### config.mk
export PLATFORM = sky130hd
export DESIGN_NAME = bounce_generator
export DESIGN_NICKNAME = d
export VERILOG_FILES = /design/src/rtl/bounce_generator.sv
export SDC_FILE = /design/constraint.sdc
export NUM_CORES = 1
export LEC_CHECK = 0
export ABC_AREA = 1
export BUFFER_PORTS_ARGS = -buffer_cell sky130_fd_sc_hd__buf_2
export CORE_MARGIN = 4
export CORE_UTILIZATION = 30
export DETAILED_ROUTE_END_ITERATION = 10
export GPL_TIMING_DRIVEN = 0
export HOLD_SLACK_MARGIN = 0.05
export SLEW_MARGIN = 20
export SYNTH_ARGS = -nofsm -noshare
export SYNTH_HDL_FRONTEND = slang
export SYNTH_SLANG_ARGS = --single-unit
### constraint.sdc
create_clock -name clk_i -period 1.75 [get_ports clk_i]
set_input_delay 0.525 -clock clk_i [delete_from_list [all_inputs] [get_ports clk_i]]
set_output_delay 0.525 -clock clk_i [all_outputs]
set_load 0.01 [all_outputs]
### src/rtl/bounce_generator.sv
// Contact-bounce emulator: LFSR-timed chatter on bouncing_o for BOUNCE_CYCLES clocks after each qualifying level_i edge.
// Define BOUNCE_GEN_RELEASE_BOUNCE_EN to also bounce on release; otherwise a release drops the output on the same edge.
module bounce_generator #(
  parameter int unsigned BOUNCE_CYCLES = 400,
  parameter int unsigned MIN_PULSE     = 4,
  parameter int unsigned MAX_PULSE     = 32,
  parameter logic [15:0] LFSR_SEED     = 16'hACE1
) (
  input  logic clk_i,
  input  logic reset_i,
  input  logic level_i,
  output logic bouncing_o,
  output logic busy_o
);

  typedef enum logic {
    STABLE = 1'b0,
    BOUNCE = 1'b1
  } state_t;

  localparam logic [23:0] WIN_LAST  = 24'(BOUNCE_CYCLES - 1);
  localparam logic [15:0] SEG_MIN   = 16'(MIN_PULSE);
  localparam logic [15:0] SEG_MASK  = 16'(MAX_PULSE - 1);
  localparam logic [15:0] LFSR_TAPS = 16'hB400;

  state_t      state_q, state_d;
  logic        target_q, target_d;
  logic        bouncing_q, bouncing_d;
  logic [23:0] win_q, win_d;
  logic [15:0] seg_q, seg_d;
  logic [15:0] lfsr_q, lfsr_d;
  logic [15:0] seg_len;
  logic        level_edge;
  logic        bounce_edge;
  logic        drop_edge;

  assign level_edge = (level_i != target_q);

`ifdef BOUNCE_GEN_RELEASE_BOUNCE_EN
  assign bounce_edge = level_edge;
  assign drop_edge   = 1'b0;
`else
  assign bounce_edge = level_edge & level_i;
  assign drop_edge   = level_edge & ~level_i;
`endif

  assign seg_len = SEG_MIN + (lfsr_q & SEG_MASK);

  always_comb begin
    state_d    = state_q;
    target_d   = target_q;
    bouncing_d = bouncing_q;
    win_d      = win_q;
    seg_d      = seg_q;
    lfsr_d     = lfsr_q[0] ? ((lfsr_q >> 1) ^ LFSR_TAPS) : (lfsr_q >> 1);

    case (state_q)
      STABLE: begin
        if (bounce_edge) begin
          target_d   = level_i;
          bouncing_d = level_i;
          win_d      = '0;
          seg_d      = seg_len;
          state_d    = BOUNCE;
        end else if (drop_edge) begin
          target_d   = 1'b0;
          bouncing_d = 1'b0;
        end
      end
      BOUNCE: begin
        win_d = win_q + 24'd1;
        if (bounce_edge) begin
          // A new edge inside the window restarts it from scratch.
          target_d   = level_i;
          bouncing_d = level_i;
          win_d      = '0;
          seg_d      = seg_len;
        end else if (drop_edge) begin
          target_d   = 1'b0;
          bouncing_d = 1'b0;
          state_d    = STABLE;
        end else if (win_q == WIN_LAST) begin
          bouncing_d = target_q;
          state_d    = STABLE;
        end else if (seg_q == 16'd1) begin
          bouncing_d = ~bouncing_q;
          seg_d      = seg_len;
        end else begin
          seg_d = seg_q - 16'd1;
        end
      end
    endcase
  end

  always_ff @(posedge clk_i) begin
    if (reset_i) begin
      state_q    <= STABLE;
      target_q   <= 1'b0;
      bouncing_q <= 1'b0;
      win_q      <= '0;
      seg_q      <= '0;
      lfsr_q     <= LFSR_SEED;
    end else begin
      state_q    <= state_d;
      target_q   <= target_d;
      bouncing_q <= bouncing_d;
      win_q      <= win_d;
      seg_q      <= seg_d;
      lfsr_q     <= lfsr_d;
    end
  end

  assign bouncing_o = bouncing_q;
  assign busy_o     = (state_q == BOUNCE);

endmodule

; ---- Yosys cells after proc, flatten, opt, wreduce, memory -nomap -nowiden
; Index checks and enable logic that the tools add are counted.
[totals]
elab_cells = 48
output_inout_bits = 2
mem_count = 0
ff_bits = 59
mem_bits_rw = 0
romBits = 0
latchBits = 0
[classes]
bitwise = 6
n_shift = 0
n_lt_le_gt_ge = 0
div_mod_pow = 0
eq_ne = 8
reduce_logical = 3
multipliers = 0
add_sub_neg = 3
mux = 22
[op_table]
columns = operator, n
row1 = $mux W16, 6
row2 = $mux W24, 2
row3 = $pmux W24 S2, 1
row4 = $pmux W16 S2, 1
row5 = $add A24 B1 Y24 const B, 1
row6 = $eq A24 B9 Y1 const B, 1
row7 = $eq A16 B1 Y1 const B, 1
row8 = $sub A16 B1 Y16 const B, 1
row9 = $mux W1, 10
row10 = $ne A3 B3 Y1 const B, 3
row11 = $add A3 B5 Y6 const A, 1
row12 = $ne A5 B1 Y1 const B, 1
row13 = $not A3 Y4, 1
row14 = $pmux W1 S2, 2
row15 = $not A1 Y1, 3
row16 = $reduce_and A3 Y1, 1
row17 = $and A1 B1 Y1, 2
row18 = $ne A2 B2 Y1 const B, 1
row19 = $reduce_and A2 Y1, 1
row20 = $reduce_bool A2 Y1, 1
row21 = $ne A1 B1 Y1, 1

; ---- Logic depth before layout (Yosys ltp)
; Gate-level depths: netlist of the first run.
[logic_depth]
word_depth = 6
depth_mapped = 12

; ---- Worst setup path after synthesis of the first run
; OpenSTA, ideal clock, no wires.
[synth_timing]
kind = input to register
from = in level_i
to = reg seg_q[0]
slack_ns = 0.089
required_ns = 1.680
path_stages = 8
t_arrival_ns = 1.591
path_cell_list = ha_1 > buf_2 > nor2_2 > nand2_1 > buf_4 > o21ai_0 > nand2_1 > a21oi_1
[synth_between]
elab_chain_cells = 4
elab_cells_between_ends = 10
cone_classes = 4 x eq/ne / 2 x mux / 3 x bitwise / 1 x reduce/logical
[synth_lines]
columns = element, line
row1 = "start, declared", 11  ; input logic level_i,
row2 = $ne A1 B1 Y1 or $not A1 Y1 (tied branches), "37, 44"
row3 = $and A1 B1 Y1 (on tied branches), "43, 44"
row4 = "$ne A3 B3 Y1 (no line), or another cell as far along", n/a
row5 = $reduce_and A3 Y1 (no line) or $pmux W16 S2 (tied branches), n/a
row6 = "end signal, assigned", 108  ; seg_q <= seg_d;
row7 = "end, declared", 30  ; logic [15:0] seg_q, seg_d;
; Several ways; a longest one is shown, not always the timed one.
; A chain may end at the register's enable or synchronous reset.

; ---- Worst setup path after layout of the first run
[layout_timing]
from = reg target_q
to = reg seg_q[14]
[layout_between]
elab_chain_cells = 4
elab_cells_between_ends = 9
cone_classes = 4 x eq/ne / 2 x mux / 2 x bitwise / 1 x reduce/logical
[layout_lines]
columns = element, line
row1 = "start, declared", 27  ; logic target_q, target_d;
row2 = "start signal, assigned", 105  ; target_q <= target_d;
row3 = $ne A1 B1 Y1 *, 37  ; assign level_edge = (level_i != target_q);
row4 = $and A1 B1 Y1 (on tied branches), "43, 44"
row5 = "$ne A3 B3 Y1 (no line), or another cell as far along", n/a
row6 = $reduce_and A3 Y1 (no line) or $pmux W16 S2 (tied branches), n/a
; Every way passes the cells marked *; elsewhere a longest branch is shown, timed or not.

==> results of run 1 <==
## timing repair
item	4_1_cts	5_1_grt
pin swaps	1	8
buffers inserted	0	3
endpoints found under the setup margin	27	29
resized for setup	8	27
## cells in the final DEF, fill, tap and decap left out, drive strengths merged
cell type / instances
nand2: 117
nor2: 102
inv: 66
dfxtp: 59
nand3: 33
o21ai: 28
a21oi: 23
clkbuf: 12
buf: 12
nor3: 11
ha: 6
nand4: 5
or2: 5
xor2: 3
xnor2: 3
nor3b: 3
clkinv: 2
o31ai: 1
a41oi: 1
nor4: 1
bufinv: 1
## area by class of cell
class / instances / area, µm²
buffer: 8 / 63.8
tap: 133 / 166
sequential: 59 / 1190
clock buffer: 9 / 124
timing repair buffer: 7 / 46.3
fill: 1093 / 6280
clock inverter: 7 / 82.6
inverter: 62 / 235
multi-input combinational: 342 / 1720
## state kept, by name (all words and copies together), names as in the netlist
register and flops:
bouncing_o 1, seg_q 16, win_q 24, target_q 1, busy_o 1, lfsr_q 16
## per-stage QoR
| stage | setup TNS, ns | std cells | area (µm²) | power, µW |
|---|---|---|---|---|
| after detailed placement | -10.05 | 608 | 3290 | 2250 |
| after global routing | -0.000554 | 627 | 3630 | 3780 |
| after CTS | -0.00160 | 624 | 3520 | 3580 |
| after global placement | -9.14 | 608 | 3290 | 2240 |
| after floorplan | 0 | 471 | 3100 | 2080 |
| final | 0 | 627 | 3630 | 3570 |
## how the worst max path moves through the flow
stage,endpoint,from
floorplan,seg_q[0],level_i
global placement,win_q[4],level_i
detailed placement,win_q[17],level_i
CTS,win_q[4],target_q
global route,win_q[18],win_q[1]
finish,seg_q[14],target_q
## power by group through the flow
stage               logic (µW)  clock network (µW)  registers (µW)
finish                     759                1320            1490
global route               864                1410            1500
CTS                        745                1350            1490
detailed placement         730                   0            1520
global placement           721                   0            1520
floorplan                  579                   0            1510
## cell families (layout without fill, tap and decap cells)
family                   after synthesis  in the layout  share of synthesized area, %
AO/OA/AOI/OAI                         53             53                          8.88
XOR/XNOR                               6              6                          1.70
adder cells (fa/ha/maj)                6              6                          2.42
buffers and inverters                 70             93                          9.16
flip-flops                            59             59                          38.1
AND/OR/NAND/NOR                      277            277                          39.7
## worst max-delay path: cells and delay by family, from the launching register on
| family | cells | cell delay (ns) |
|---|---|---|
| flip-flops | 1 | 0.35 |
| AND/OR/NAND/NOR | 4 | 0.46 |
| buffers and inverters | 3 | 0.44 |
| adder cells (fa/ha/maj) | 1 | 0.17 |
| AO/OA/AOI/OAI | 1 | 0.12 |
## per-layer routing
metal | track usage, % | up-vias | routed length [µm]
met4 | 4.81 | 0 | 95
met5 | 0 | - | 0
met1 | 16.2 | 1252 | 3480
met3 | 3.05 | 8 | 215
met2 | 19.0 | 36 | 2970
li1 | - | 1519 | -
==> results.toml, run 1 <==
[routing]
drc_errors = 0
first_iter_violations = 202
drt-total-wl_um = 6760
vias_per_cell = 4.49
num_vias = 2815
ant_nets = 0
wl_per_cell_um = 10.8
drt-pass1-iter-count = 4

[worst_setup_path]
cp_max_fo = 9
crit_path_start_kind = "flip-flop"
slowest_delay_ns = 0.35
reg2reg_to = "seg_q[14]"
r2r_cells = 9
r2r_slack_ns = 0.13
crit_type = "reg -> reg"
crit_chain = "inv_1 > ha_1 > buf_4 > nor2_4 > nand4_1 > buf_4 > nand4_1 > nand2_1 > a21oi_1"
cp_slowest_cell = "dfxtp_1"
crit_path_end_kind = "flip-flop"
critical_path_required_ns = 2.03
crit_arrival_ns = 1.90
rr_startpoint = "target_q"

[worst_hold_path]
hold_class = "reg -> reg"
hold_end = "lfsr_q[4]"
hold_depth = 2
hold_start = "lfsr_q[5]"

[sta]
max_slew_margin_pct = 68.0
min_period_ns = 1.62
finalClockSkew_ns = 0.0187
tightestPinTransition_ns = 0.480
fin_crit_sh_pct = 92.5
hold_viol = 0
hold_slack_ns = 0.409
clock.fmax_mhz = 618
setup_viol = 0
setup_ws_ns = 0.131
drv_slew = 0

[power]
p_int_uw = 2390
clock_power_share_pct = 37.0
p_per_area_mw_per_mm2 = 984
ir_drop_uv = 344
p_seq_share_pct = 41.7
sw_frac_of_total_pct = 33.2
power_switching_uw = 1180
p_comb_share_pct = 21.3
leakage_uw = 0.00158

[floorplanning]
rows = 36
fp.coreArea_mm2 = 0.00991
start_util_pct = 31.3
die_x_um = 110
ios = 5
die_height_um = 110
die_area_mm2 = 0.0120

[clocking]
htree_levels = 3
cts_hold_buf = 0
cts_made_buffers = 9
clkTransAtPathRegs_ns = 0.08
cts_sinks = 59
cts_buffer_depth = 2
cts_root_buffer = "clkbuf_8"
cts_tree = "done"
clock_latency_ns = 0.36

[placed_design]
pre_cts_slack_ns = -0.403
routabilityCongestion = 0.834
portBuffers = 4
place_hpwl_um = 4930

[synthesis]
synth_top_area_cell = "dfxtp_1"
ys.flop_type = "dfxtp_1"
synth_top_cell_area_share_pct = 38.1
synth_area_leaders = "dfxtp_1, nand2_1, nor2_1"
synthArstFlopShare_pct = 0
synth-edff-count = 0
syn_area_mm2 = 0.00310
postSynthAreaPerCell_um2 = 6.58
ys_seq_area_share_pct = 38.1
synth_common_cells = "nand2_1, nor2_1, dfxtp_1"
ys_types = 29
yosysWarnings = 0
synthCells = 471
ys_ff_latch = 59
synth_fp_nets = 480
yosysMostFrequentCell = "nand2_1"

[global_route]
antenna_found_initial = 0
grt_overflow_total = 0
grt_pass1_wl_um = 11600
grt_usage_pct = 12.2
grt_max_degree = 14
grt_pass1_vias = 2587

[flow_run]
max_cap_violations = 0

[final_layout]
nNetsFinal = 498
drive_gt1_share_pct = 15.2
syn_to_final_growth_pct = 17.0
utilization_pct = 36.6
diodes = 0

[status]
status = "finished, final reports clean"
Note: power is estimated with default switching activity, not from simulation.
==> run 2, diff against run 1 <==
==> constraint.sdc (replaced) <==
create_clock -name clk_i -period 1.35 [get_ports clk_i]
set_input_delay 0.405 -clock clk_i [delete_from_list [all_inputs] [get_ports clk_i]]
set_output_delay 0.405 -clock clk_i [all_outputs]
set_load 0.01 [all_outputs]
==> run 2 against run 1 <==
  * The run now ends with setup timing left
  * Setup slack got worse by 0.34 ns
  * Global-route usage is 1.1 points higher
  * Cell area increased by 18%
  * Clock skew is 0.0017 ns lower
  * Utilization grew 6.6 points
  * Largest power group unchanged
  * Critical path depth up 1
  * Via count grew 8.9%
  * Flip-flop and latch count stayed put
  * Wire length up 16%
  * Non-clock buffer count increased by 28
  * Sequential power grew 31%
==> results.toml, run 2 (synthesized netlist as in run 1, its figures left out) <==
[status]
status = "finished, violations left"
violations = "setup timing"

[clocking]
clkTransAtPathRegs_ns = 0.07
cts_made_buffers = 9
cts_tree = "done"
cts_buffer_depth = 2
cts_root_buffer = "clkbuf_8"
cts_sinks = 59
clock_latency_ns = 0.35
htree_levels = 3
cts_hold_buf = 0

[routing]
first_iter_violations = 121
wl_per_cell_um = 12.0
vias_per_cell = 4.67
drt-total-wl_um = 7850
ant_nets = 0
num_vias = 3066
drt-pass1-iter-count = 4
drc_errors = 0

[sta]
drv_slew = 0
setup_viol = 30
hold_viol = 0
min_period_ns = 1.56
fin_setup_tns_ns = -4.60
setup_ws_ns = -0.214
finalClockSkew_ns = 0.0169
rsz0062_at_grt = "yes"
tightestPinTransition_ns = 0.513
max_slew_margin_pct = 65.7
fin_crit_sh_pct = 116
clock.fmax_mhz = 639

[worst_setup_path]
cp_top_family = "simple AND/OR/NAND/NOR gates"
cp_max_fo = 4
rr_startpoint = "win_q[0]"
crit_type = "reg -> reg"
crit_arrival_ns = 1.80
crit_path_start_kind = "flip-flop"
cp_slowest_cell = "dfxtp_4"
slowest_delay_ns = 0.36
r2r_cells = 10
reg2reg_to = "win_q[22]"
critical_path_required_ns = 1.59
crit_path_end_kind = "flip-flop"
worst-path-buf-inv = 1
crit_chain = "ha_4 > nand2_4 > inv_6 > nand2_4 > nor2_4 > nand4_1 > nor2_4 > nand3_2 > nor2_1 > nor2_1"
path_depth = 10
r2r_slack_ns = -0.21

[worst_hold_path]
hold_end = "lfsr_q[9]"
hold_depth = 2
hold_start = "lfsr_q[10]"
hold_class = "reg -> reg"

[final_layout]
diodes = 0
regMostFlops = "win_q"
top_regs = "win_q: 24 flops, lfsr_q: 16 flops, seg_q: 16 flops"
largest_reg_flops = 24
final_common_cell = "nand2_1"
drive_gt1_share_pct = 32.5
syn_to_final_growth_pct = 38.0
layout.cells.non_filler = 656
layout_common_cells = "nand2_1, nor2_1, inv_1"
nNetsFinal = 527

[floorplanning]
fp.coreArea_mm2 = 0.00991
rows = 36
start_util_pct = 31.3
die_area_mm2 = 0.0120
die_x_um = 110
die_height_um = 110
ios = 5

[global_route]
grt_pass1_wl_um = 12700
antenna_found_initial = 0
grt_max_degree = 12
grt_usage_pct = 13.3
grt_overflow_total = 0
grt_pass1_vias = 2847

[power]
ir_drop_uv = 580
p_total_uw = 5040
p_per_area_mw_per_mm2 = 1180
leakage_uw = 0.00190

[placed_design]
place_hpwl_um = 4970
dp.cells = 608
routabilityCongestion = 0.878
portBuffers = 4

[flow_run]
max_cap_violations = 0
==> run 2: worst max-delay path by stage <==
stage	startpoint	slack [ns]	end
after global placement	level_i	-0.35	seg_q[9]
after detailed placement	level_i	-0.35	seg_q[9]
after CTS	win_q[1]	-0.23	win_q[22]
final	win_q[0]	-0.21	win_q[22]
after global routing	win_q[0]	-0.32	win_q[22]
after floorplan	win_q[0]	-0.06	seg_q[12]
==> run 2: power breakdown <==
part | switching (µW) | internal [µW] | total (µW)
sequential | 101 | 1850 | 1950
clock | 752 | 901 | 1650
combinational | 835 | 598 | 1430
==> run 2: timing repair <==
action                                  4_1_cts  5_1_grt
pin swaps                                    13       34
cloned                                        1        2
resized for setup                            56       71
buffers inserted                             17       15
endpoints found under the setup margin       38       37
==> run 2: stage by stage <==
step	instance area (µm²)	setup WS, ns	hold WS [ns]	utilization (%)
2_1_floorplan	3170	-0.0564	0.388	-
3_3_place_gp	3360	-0.349	0.390	33.9
4_1_cts	3870	-0.227	0.405	39.0
6_report	4280	-0.214	0.405	43.2
5_1_grt	4280	-0.317	0.427	43.2
3_5_place_dp	3360	-0.346	0.397	33.9
==> run 2: cell type report <==
| cell class | instances | area [µm²] |
|---|---|---|
| clock buffers | 10 | 138 |
| multi-input cells | 343 | 2080 |
| repair buffers | 36 | 310 |
| fillers | 1007 | 5630 |
| plain buffers | 7 | 75.1 |
| inverters | 62 | 245 |
| flip-flops and latches | 59 | 1200 |
| clock inverters | 6 | 65.1 |
| well taps | 133 | 166 |
==> run 2: tightest hold or removal path: stages (launching register included) <==
cell	delay, ns
dfxtp_1	0.30
inv_1	0.04
nor2_1	0.03
==> run 2: routing by layer <==
layer | GRT usage, % | vias to the layer above | part of all wire, %
met5 | 0 | - | 0
met4 | 5.52 | 0 | 2.1
met3 | 3.93 | 15 | 3.4
met2 | 22.2 | 44 | 49
met1 | 15.9 | 1429 | 45
li1 | - | 1578 | -
